$ cat src/rtl/pipe_ctrl_pkg.sv
// Shared constants and types for the pipeline hazard controller.
//
// Contents:
//   PC_XLEN, PC_MD_MAX_CYCLES, PC_PERF_W : default parameter values
//   pc_state_e                          : controller FSM state encoding
//   wdog_width()                        : counter width able to hold a cycle limit
package pipe_ctrl_pkg;

    localparam int unsigned PC_XLEN          = 32;
    localparam int unsigned PC_MD_MAX_CYCLES = 34;
    localparam int unsigned PC_PERF_W        = 32;

    // Encodings are fixed so that state values seen in waveforms match the
    // rest of the core's documentation.
    typedef enum logic [1:0] {
        PC_RUN  = 2'd0,
        PC_MDW  = 2'd1,
        PC_MEMW = 2'd2
    } pc_state_e;

    // Bits needed to count from 0 up to and including max_cycles.
    function automatic int unsigned wdog_width(input int unsigned max_cycles);
        return $clog2(max_cycles + 1);
    endfunction

endpackage

$ cat src/rtl/pipe_perf_cnt.sv
// Free-running performance event counter.
//
// Counts cycles with en_i high, wraps modulo 2^W, synchronous clear.
//
// Ports:
//   clk_i  in   1  clock
//   clr_i  in   1  synchronous clear (wins over en_i)
//   en_i   in   1  count this cycle
//   cnt_o  out  W  current count (registered)
module pipe_perf_cnt #(
    parameter int unsigned W = 32
) (
    input  logic         clk_i,
    input  logic         clr_i,
    input  logic         en_i,
    output logic [W-1:0] cnt_o
);

    logic [W-1:0] cnt_q;

    always_ff @(posedge clk_i) begin
        if (clr_i) begin
            cnt_q <= '0;
        end else if (en_i) begin
            cnt_q <= cnt_q + W'(1);
        end
    end

    assign cnt_o = cnt_q;

endmodule

$ cat src/rtl/pipe_ctrl.sv
// Central hazard / sequencing controller for the 5-stage rv32im pipeline.
//
// Collects load-use, branch redirect, multi-cycle mul/div and data-bus wait
// requests and turns them into per-stage stall/flush strobes plus the PC
// redirect. Strobes are combinational from the registered FSM state and the
// current inputs; while rst_n_i is low every output is forced to 0.
//
// Optional feature: define PIPE_CTRL_PERF_EN to add three PERF_W-bit
// performance counters (stall cycles, redirects, load-use bubbles).
//
// Ports:
//   clk_i             in   1       clock
//   rst_n_i           in   1       synchronous active-low reset
//   loaduse_hazard_i  in   1       ID instruction needs the load result in EX
//   branch_taken_i    in   1       taken branch / JAL / JALR in EX
//   branch_target_i   in   XLEN    redirect address
//   md_start_i        in   1       mul/div issued (pulse)
//   md_done_i         in   1       mul/div result valid (pulse)
//   mem_busy_i        in   1       data bus has not accepted the access (level)
//   stall_if_o        out  1       hold PC and IF/ID
//   stall_id_o        out  1       hold ID/EX
//   stall_ex_o        out  1       hold EX/MEM
//   flush_id_o        out  1       clear IF/ID
//   flush_ex_o        out  1       clear ID/EX
//   pc_redirect_o     out  1       fetch loads pc_target_o
//   pc_target_o       out  XLEN    redirect address, 0 when no redirect
//   perf_stall_cnt_o  out  PERF_W  cycles with stall_if_o=1   (PIPE_CTRL_PERF_EN)
//   perf_flush_cnt_o  out  PERF_W  redirects                  (PIPE_CTRL_PERF_EN)
//   perf_lu_cnt_o     out  PERF_W  load-use bubbles           (PIPE_CTRL_PERF_EN)
//   md_timeout_o      out  1       mul/div watchdog expired (pulse)
module pipe_ctrl
    import pipe_ctrl_pkg::*;
#(
    parameter int unsigned XLEN          = PC_XLEN,
    parameter int unsigned MD_MAX_CYCLES = PC_MD_MAX_CYCLES,
    parameter int unsigned PERF_W        = PC_PERF_W
) (
    input  logic              clk_i,
    input  logic              rst_n_i,
    input  logic              loaduse_hazard_i,
    input  logic              branch_taken_i,
    input  logic [XLEN-1:0]   branch_target_i,
    input  logic              md_start_i,
    input  logic              md_done_i,
    input  logic              mem_busy_i,
    output logic              stall_if_o,
    output logic              stall_id_o,
    output logic              stall_ex_o,
    output logic              flush_id_o,
    output logic              flush_ex_o,
    output logic              pc_redirect_o,
    output logic [XLEN-1:0]   pc_target_o,
`ifdef PIPE_CTRL_PERF_EN
    output logic [PERF_W-1:0] perf_stall_cnt_o,
    output logic [PERF_W-1:0] perf_flush_cnt_o,
    output logic [PERF_W-1:0] perf_lu_cnt_o,
`endif
    output logic              md_timeout_o
);

    localparam int unsigned WdogW = wdog_width(MD_MAX_CYCLES);

    pc_state_e        state_q, state_d;
    logic [WdogW-1:0] wdog_q, wdog_d;

    // ------------------------------------------------------------------
    // State registers
    // ------------------------------------------------------------------
    always_ff @(posedge clk_i) begin
        if (!rst_n_i) begin
            state_q <= PC_RUN;
            wdog_q  <= '0;
        end else begin
            state_q <= state_d;
            wdog_q  <= wdog_d;
        end
    end

    // ------------------------------------------------------------------
    // Next state and strobe decode
    // ------------------------------------------------------------------
    always_comb begin
        state_d       = state_q;
        wdog_d        = wdog_q;
        stall_if_o    = 1'b0;
        stall_id_o    = 1'b0;
        stall_ex_o    = 1'b0;
        flush_id_o    = 1'b0;
        flush_ex_o    = 1'b0;
        pc_redirect_o = 1'b0;
        pc_target_o   = '0;
        md_timeout_o  = 1'b0;

        unique case (state_q)
            PC_RUN: begin
                if (mem_busy_i) begin
                    stall_if_o = 1'b1;
                    stall_id_o = 1'b1;
                    stall_ex_o = 1'b1;
                    state_d    = PC_MEMW;
                end else if (md_start_i) begin
                    stall_if_o = 1'b1;
                    stall_id_o = 1'b1;
                    stall_ex_o = 1'b1;
                    wdog_d     = WdogW'(1);
                    state_d    = PC_MDW;
                end else if (branch_taken_i) begin
                    // The load-use instruction in ID is flushed, so its
                    // hazard needs no bubble.
                    pc_redirect_o = 1'b1;
                    pc_target_o   = branch_target_i;
                    flush_id_o    = 1'b1;
                    flush_ex_o    = 1'b1;
                end else if (loaduse_hazard_i) begin
                    stall_if_o = 1'b1;
                    flush_ex_o = 1'b1;
                end
            end

            PC_MDW: begin
                // EX is frozen, so branch and load-use requests are stale.
                wdog_d = wdog_q + WdogW'(1);
                if (md_done_i) begin
                    state_d = mem_busy_i ? PC_MEMW : PC_RUN;
                end else if (wdog_q == WdogW'(MD_MAX_CYCLES)) begin
                    md_timeout_o = 1'b1;
                    state_d      = PC_RUN;
                end else begin
                    stall_if_o = 1'b1;
                    stall_id_o = 1'b1;
                    stall_ex_o = 1'b1;
                end
            end

            PC_MEMW: begin
                if (mem_busy_i) begin
                    stall_if_o = 1'b1;
                    stall_id_o = 1'b1;
                    stall_ex_o = 1'b1;
                end else begin
                    // Release cycle: the instruction held in EX moves on now,
                    // so a redirect or load-use it raises must be honoured
                    // this cycle or it is lost. A new mul/div start is not
                    // accepted here.
                    state_d = PC_RUN;
                    if (branch_taken_i) begin
                        pc_redirect_o = 1'b1;
                        pc_target_o   = branch_target_i;
                        flush_id_o    = 1'b1;
                        flush_ex_o    = 1'b1;
                    end else if (loaduse_hazard_i) begin
                        stall_if_o = 1'b1;
                        flush_ex_o = 1'b1;
                    end
                end
            end

            default: begin
                state_d = PC_RUN;
            end
        endcase

        // Outputs are quiet for the whole reset cycle, whatever the inputs.
        if (!rst_n_i) begin
            state_d       = PC_RUN;
            wdog_d        = '0;
            stall_if_o    = 1'b0;
            stall_id_o    = 1'b0;
            stall_ex_o    = 1'b0;
            flush_id_o    = 1'b0;
            flush_ex_o    = 1'b0;
            pc_redirect_o = 1'b0;
            pc_target_o   = '0;
            md_timeout_o  = 1'b0;
        end
    end

`ifdef PIPE_CTRL_PERF_EN
    // ------------------------------------------------------------------
    // Performance counters
    // ------------------------------------------------------------------
    // A load-use bubble is the only case that stalls IF without holding ID/EX.
    logic lu_bubble;
    assign lu_bubble = stall_if_o & flush_ex_o & ~stall_id_o;

    pipe_perf_cnt #(
        .W (PERF_W)
    ) u_perf_stall (
        .clk_i (clk_i),
        .clr_i (~rst_n_i),
        .en_i  (stall_if_o),
        .cnt_o (perf_stall_cnt_o)
    );

    pipe_perf_cnt #(
        .W (PERF_W)
    ) u_perf_flush (
        .clk_i (clk_i),
        .clr_i (~rst_n_i),
        .en_i  (pc_redirect_o),
        .cnt_o (perf_flush_cnt_o)
    );

    pipe_perf_cnt #(
        .W (PERF_W)
    ) u_perf_lu (
        .clk_i (clk_i),
        .clr_i (~rst_n_i),
        .en_i  (lu_bubble),
        .cnt_o (perf_lu_cnt_o)
    );
`endif

endmodule
$ cat config.mk
export PLATFORM = sky130hd
export DESIGN_NAME = pipe_ctrl
export DESIGN_NICKNAME = d
export VERILOG_FILES = /design/src/rtl/pipe_ctrl_pkg.sv /design/src/rtl/pipe_perf_cnt.sv /design/src/rtl/pipe_ctrl.sv
export SDC_FILE = /design/constraint.sdc
export NUM_CORES = 1
export LEC_CHECK = 0
export ABC_AREA = 1
export CAP_MARGIN = 0
export CORE_MARGIN = 10
export CORE_UTILIZATION = 34
export CTS_BUF_LIST = sky130_fd_sc_hd__clkbuf_16
export CTS_CLUSTER_DIAMETER = 80
export DETAILED_ROUTE_END_ITERATION = 12
export HOLD_SLACK_MARGIN = 0.1
export PLACE_DENSITY = 0.87
export SYNTH_ARGS = -nofsm -noshare
export SYNTH_HDL_FRONTEND = slang
export SYNTH_SLANG_ARGS = --single-unit
$ cat constraint.sdc
create_clock -name clk_i -period 2.3 [get_ports clk_i]
set_input_delay 0.23 -clock clk_i [delete_from_list [all_inputs] [get_ports clk_i]]
set_output_delay 0.23 -clock clk_i [all_outputs]
set_load 0.1 [all_outputs]
==> flow_summary.toml, run 1 <==
[grt]
grt_max_degree = 35
grt_pass1_wl_mm = 6.62
grt_pass1_vias = 1302
antenna_found_initial = 0
grt_usage_pct = 15.9
overflow = 0

[placement]
dp_hpwl_mm = 3.43
post-place-cells = 256
io_buffers = 77
place.gp.congestion = 0.840
post_dp_cell_area_um2 = 2050

[yosys]
synth_warnings = 0
synth_nets = 194
synthCells = 153
synth_area_um2 = 881
synth-seq-area-share_pct = 18.2
yosys_register_bits = 8
synth_cell_type_count = 20
synth_area_per_cell_um2 = 5.76

[detailed_routing]
first_pass_iters = 4
dr_total_vias = 1258
met2_length_mm = 2.28
wl_per_cell_um = 16.5
postRouteAntennaNets = 0
wl_mm = 4.27
avgViaCountPerCell = 4.86
wl_met1_mm = 1.43
top_layer = "met4"
drt_iter0_drc = 70
wl_met3_um = 436
drc = 0

[critical_path]
critPathRequiredTime_ns = 2.07
start_kind = "primary input"
r2r_cells = 5
critical_path.max_stage_delay_ns = 0.49
worstSetupPathType = "in -> out"
path_buf_inv = 3
crit_chain = "clkdlybuf4s50_1 > a211oi_2 > nand3_2 > buf_4 > nor2_1 > buf_12"
crit_family = "buffers and inverters"
cp_slowest_cell = "clkdlybuf4s50_1"
critPathCaptureType = "primary output"
path_max_fanout = 34
crit_cells = 6
cp.arrival_ns = 1.86

[floorplanning]
ioPinCount = 78
die_x_um = 70.9
die-height_um = 70.9
die_area_um2 = 5030
row_count = 18
start_util_pct = 35.6
coreArea_um2 = 2480

[timing]
min_period_ns = 2.09
fin_setup_tns_ns = 0
rsz0062_at_grt = "no"
fin_hold_ws_ns = 0.558
finalHoldViolations = 0
timing.final.crit_share_pct = 90.8
slew_headroom_pct = 68.0
fin_worst_skew_ns = 0.00402
drv_slew = 0
finalSetupViolCount = 0
tightest_slew_ns = 0.480
clock.fmax_mhz = 479

[min_path]
holdCritPathClass = "reg -> reg"
whs_path_depth = 2

[pwr]
sw_frac_of_total_pct = 37.0
p_sw_uw = 303
pwr-share-clk_pct = 35.5
internal-power_uw = 517
p_per_area_nw_per_um2 = 386
p_comb_share_pct = 46.2
irDropWorstVdd_uv = 882
p_total_uw = 821
leakagePower_nw = 1.02
seqPwrFrac_pct = 18.4

[finish]
diodes = 0
drive_gt1_share_pct = 33.2
syn_to_final_growth_pct = 142
final_cell_area_um2 = 2130
nets = 272
layout_common_cells = "inv_1, buf_12, clkdlybuf4s50_1"
final_common_cell = "inv_1"
instances_no_fill = 259

[run_status]
status = "finished, final reports clean"

[clocking]
clock_latency_ns = 0.23
numCtsBuffers = 3
cts_tree = "built"
max-clock-path-buffers = 2
cts_root_buffer = "clkbuf_16"
cts_num_sinks = 8
cts_resized = 0
postCtsSetupBuffers = 0
htreeDepth = 1
cts_hold_buf = 0
path_clk_slew_ns = 0.03

[run]
drv_cap = 0
[cells by family (layout without fill, tap and decap cells)]
| logic type | Yosys count | in the layout | share of synthesized area, % |
|---|---|---|---|
| AO/OA/AOI/OAI | 10 | 10 | 6.96 |
| adder cells (fa/ha/maj) | 2 | 2 | 2.84 |
| flip-flops | 8 | 8 | 18.2 |
| buffers and inverters | 53 | 129 | 26.0 |
| AND/OR/NAND/NOR | 80 | 80 | 46.0 |
[flip-flops by register name, summed over array words and instances, names as in the netlist]
name	cells
wdog_q	6
state_q	2
[per-layer routing]
metal	global-route usage, %	vias up
met3	5.44	16
met4	4.09	0
met2	31.5	91
met5	0	-
li1	-	595
met1	15.0	556
[area by class of cell]
cell class | instances | area (um2)
Clock buffer | 3 | 75.1
Inverter | 48 | 180
Fill cell | 116 | 349
Sequential cell | 8 | 160
Tap cell | 30 | 37.5
Multi-Input combinational cell | 92 | 507
Timing Repair Buffer | 78 | 1170
[worst reg2reg max path: stages, from the launching register on]
cell and delay, ns:
dfxtp_1 0.40, inv_2 0.09, nand2_1 0.21, nand2_1 0.21
o211ai_1 0.30, inv_1 0.10
[synthesized netlist by cell type]
cell type	count	area [um2]
inv_1	47	176
nor2_2	28	175
nand2_1	20	75.1
nor2_1	15	56.3
nand3_1	10	50.1
dfxtp_1	8	160
a21oi_1	5	25.0
buf_6	3	33.8
nand4_1	3	18.8
buf_4	2	15.0
ha_1	2	25.0
o21ai_0	2	10.0
a211oi_2	1	12.5
inv_2	1	3.75
nand3_2	1	10.0
nand3b_1	1	7.51
nor4_1	1	6.26
o211ai_1	1	7.51
o22ai_1	1	6.26
or2_2	1	6.26
[power groups by stage]
stage / combinational, mW / clock, mW / sequential [mW]
floorplan: 0.210 / 0 / 0.150
global placement: 0.368 / 0 / 0.151
detailed placement: 0.376 / 0 / 0.151
CTS: 0.379 / 0.291 / 0.150
global route: 0.395 / 0.299 / 0.151
finish: 0.379 / 0.291 / 0.151
[final timing paths]
check	startpoint	end	slack [ns]
min reg2reg	wdog_q[1]$_SDFFE_PN0P_	wdog_q[1]$_SDFFE_PN0P_	0.56
max	md_start_i	pc_target_o[0]	0.21
min	wdog_q[1]$_SDFFE_PN0P_	wdog_q[1]$_SDFFE_PN0P_	0.56
max reg2reg	state_q[1]$_SDFFE_PN0P_	wdog_q[0]$_SDFFE_PN0P_	0.86
[per-stage QoR]
| step | setup WS [ns] | util [%] |
|---|---|---|
| 3_5_place_dp | 0.224 | 82.9 |
| 5_1_grt | 0.112 | 85.9 |
| 6_report | 0.211 | 85.9 |
| 3_3_place_gp | 0.280 | 82.9 |
| 4_1_cts | 0.223 | 85.9 |
| 2_1_floorplan | -0.0319 | - |
(Power assumes the default switching activity.)
==> run 2, diff against run 1 <==
--- a/config.mk
+++ b/config.mk
@@ -14,6 +14,7 @@
 export DETAILED_ROUTE_END_ITERATION = 12
 export HOLD_SLACK_MARGIN = 0.1
 export PLACE_DENSITY = 0.87
+export SLEW_MARGIN = 20
 export SYNTH_ARGS = -nofsm -noshare
 export SYNTH_HDL_FRONTEND = slang
 export SYNTH_SLANG_ARGS = --single-unit
==> results of run 2 <==
Same layout as run 1: the final DEF is identical, and so are final timing and power.
==> run 3, diff against run 2 <==
--- a/config.mk
+++ b/config.mk
@@ -14,6 +14,7 @@
 export DETAILED_ROUTE_END_ITERATION = 12
 export HOLD_SLACK_MARGIN = 0.1
 export PLACE_DENSITY = 0.87
+export REMOVE_ABC_BUFFERS = 1
 export SLEW_MARGIN = 20
 export SYNTH_ARGS = -nofsm -noshare
 export SYNTH_HDL_FRONTEND = slang
==> run 3 against run 2 <==
Register-to-register slack gained 0.15 ns. Die area stayed put. Critical path depth unchanged. Via count is 6.0% lower. Cell area decreased by 0.71%. Routed wire length is 4.9% higher. Count of clock-buffer cells in the layout unchanged. Sequential share of layout area is 0.053 points higher. Utilization fell by 0.61 points. Cell count did not move. Global-route usage rose by 0.91 points. Critical endpoint is now pc_target_o[1]. Largest power group unchanged.
==> flow_summary.toml, run 3 (same netlist as run 1, synthesis figures left out) <==
[placement]
post-place-cells = 256
io_buffers = 77
post_dp_cell_area_um2 = 2040
place.gp.congestion = 0.805
dp_hpwl_mm = 4.07

[finish]
final_common_cell = "inv_1"
fillCellCount = 135
drive_gt1_share_pct = 32.8
instances_no_fill = 259
diodes = 0
nets = 272
reg.largest.list = "wdog_q: 6 flops, state_q: 2 flops"
final_cell_area_um2 = 2110
fin_util_pct = 85.3
regMostFlops = "wdog_q"
syn_to_final_growth_pct = 140
layout_common_cells = "inv_1, buf_12, clkdlybuf4s50_1"
largest_register_ff_count = 6

[grt]
overflow = 0
grt_max_degree = 35
grt_pass1_vias = 1182
antenna_found_initial = 0
grt_pass1_wl_mm = 6.58
grt_usage_pct = 16.8

[timing]
fin_setup_tns_ns = 0
finalHoldViolations = 0
clock.fmax_mhz = 479
finalSetupViolCount = 0
slew_headroom_pct = 66.7
min_period_ns = 2.09
tightest_slew_ns = 0.495
timing.final.crit_share_pct = 90.7
rsz0062_at_grt = "no"
fin_worst_skew_ns = 0.00623
drv_slew = 0

[clocking]
cts_num_sinks = 8
cts_tree = "built"
path_clk_slew_ns = 0.04
cts_root_buffer = "clkbuf_16"
numCtsBuffers = 3
clock_latency_ns = 0.24
max-clock-path-buffers = 2
postCtsSetupBuffers = 0
htreeDepth = 1
cts_hold_buf = 0
cts_resized = 0

[pwr]
irDropWorstVdd_uv = 960
leakagePower_nw = 1.01
p_per_area_nw_per_um2 = 387
p_total_uw = 818

[detailed_routing]
avgViaCountPerCell = 4.56
dr_total_vias = 1182
drc = 0
postRouteAntennaNets = 0
wl_per_cell_um = 17.3
first_pass_iters = 4
wl_mm = 4.48
drt_iter0_drc = 64

[critical_path]
start_kind = "primary input"
cp.arrival_ns = 1.86
worstSetupPathType = "in -> out"
critPathCaptureType = "primary output"
path_max_fanout = 34
critPathRequiredTime_ns = 2.07

[run_status]
status = "finished, final reports clean"

[min_path]
holdCritPathClass = "reg -> reg"

[floorplanning]
die-height_um = 70.9
ioPinCount = 78
start_util_pct = 35.6
die_area_um2 = 5030
die_x_um = 70.9
row_count = 18
coreArea_um2 = 2480

[run]
drv_cap = 0
## run 3: cell counts in the layout (fill, tap and decap cells not counted)
No cell type changed its count.
## run 3: cell type report
cell class	instances	area (um2)	share of cell area, %
inverter	48	180	8.53
sequential	8	160	7.58
clock buffer	3	75.1	3.55
multi-input combinational	92	492	23.3
timing repair buffer	78	1170	55.3
tap	30	37.5	1.78
## run 3: critical path, cell delays in order
cell and delay, ns:
clkdlybuf4s50_1 0.48, a211oi_2 0.30, nand3_2 0.08, buf_4 0.28, nor2_1 0.25, buf_12 0.21
## run 3: per-layer routing
metal | wire length [um] | global-route usage (%) | vias to the layer above
met5 | 0 | 0 | -
met4 | 131 | 4.95 | 0
li1 | - | - | 596
met3 | 220 | 4.32 | 10
met1 | 1430 | 14.5 | 526
met2 | 2690 | 35.7 | 50
## run 3: final timing paths
kind | to | slack [ns] | start | depth (start not counted)
worst min-delay path | wdog_q[4]$_SDFFE_PN0P_ | 0.53 | wdog_q[4]$_SDFFE_PN0P_ | 2
worst max-delay path | pc_target_o[1] | 0.21 | md_start_i | 6
worst min register to register | wdog_q[4]$_SDFFE_PN0P_ | 0.53 | wdog_q[4]$_SDFFE_PN0P_ | 2
worst max register to register | wdog_q[1]$_SDFFE_PN0P_ | 1.01 | wdog_q[0]$_SDFFE_PN0P_ | 4
## run 3: through the flow
| stage | worst slack [ns] | hold slack [ns] |
|---|---|---|
| floorplan | -1.41 | 0.373 |
| global placement | 0.267 | 0.506 |
| detailed placement | 0.207 | 0.525 |
| CTS | 0.203 | 0.536 |
| global route | 0.140 | 0.587 |
| finish | 0.213 | 0.532 |
## run 3: where the power goes
group	leakage, nW	switching, mW	internal, mW
sequential	0.0651	0.00591	0.144
combinational	0.912	0.225	0.149
clock	0.0370	0.0691	0.224
total	1.01	0.300	0.517
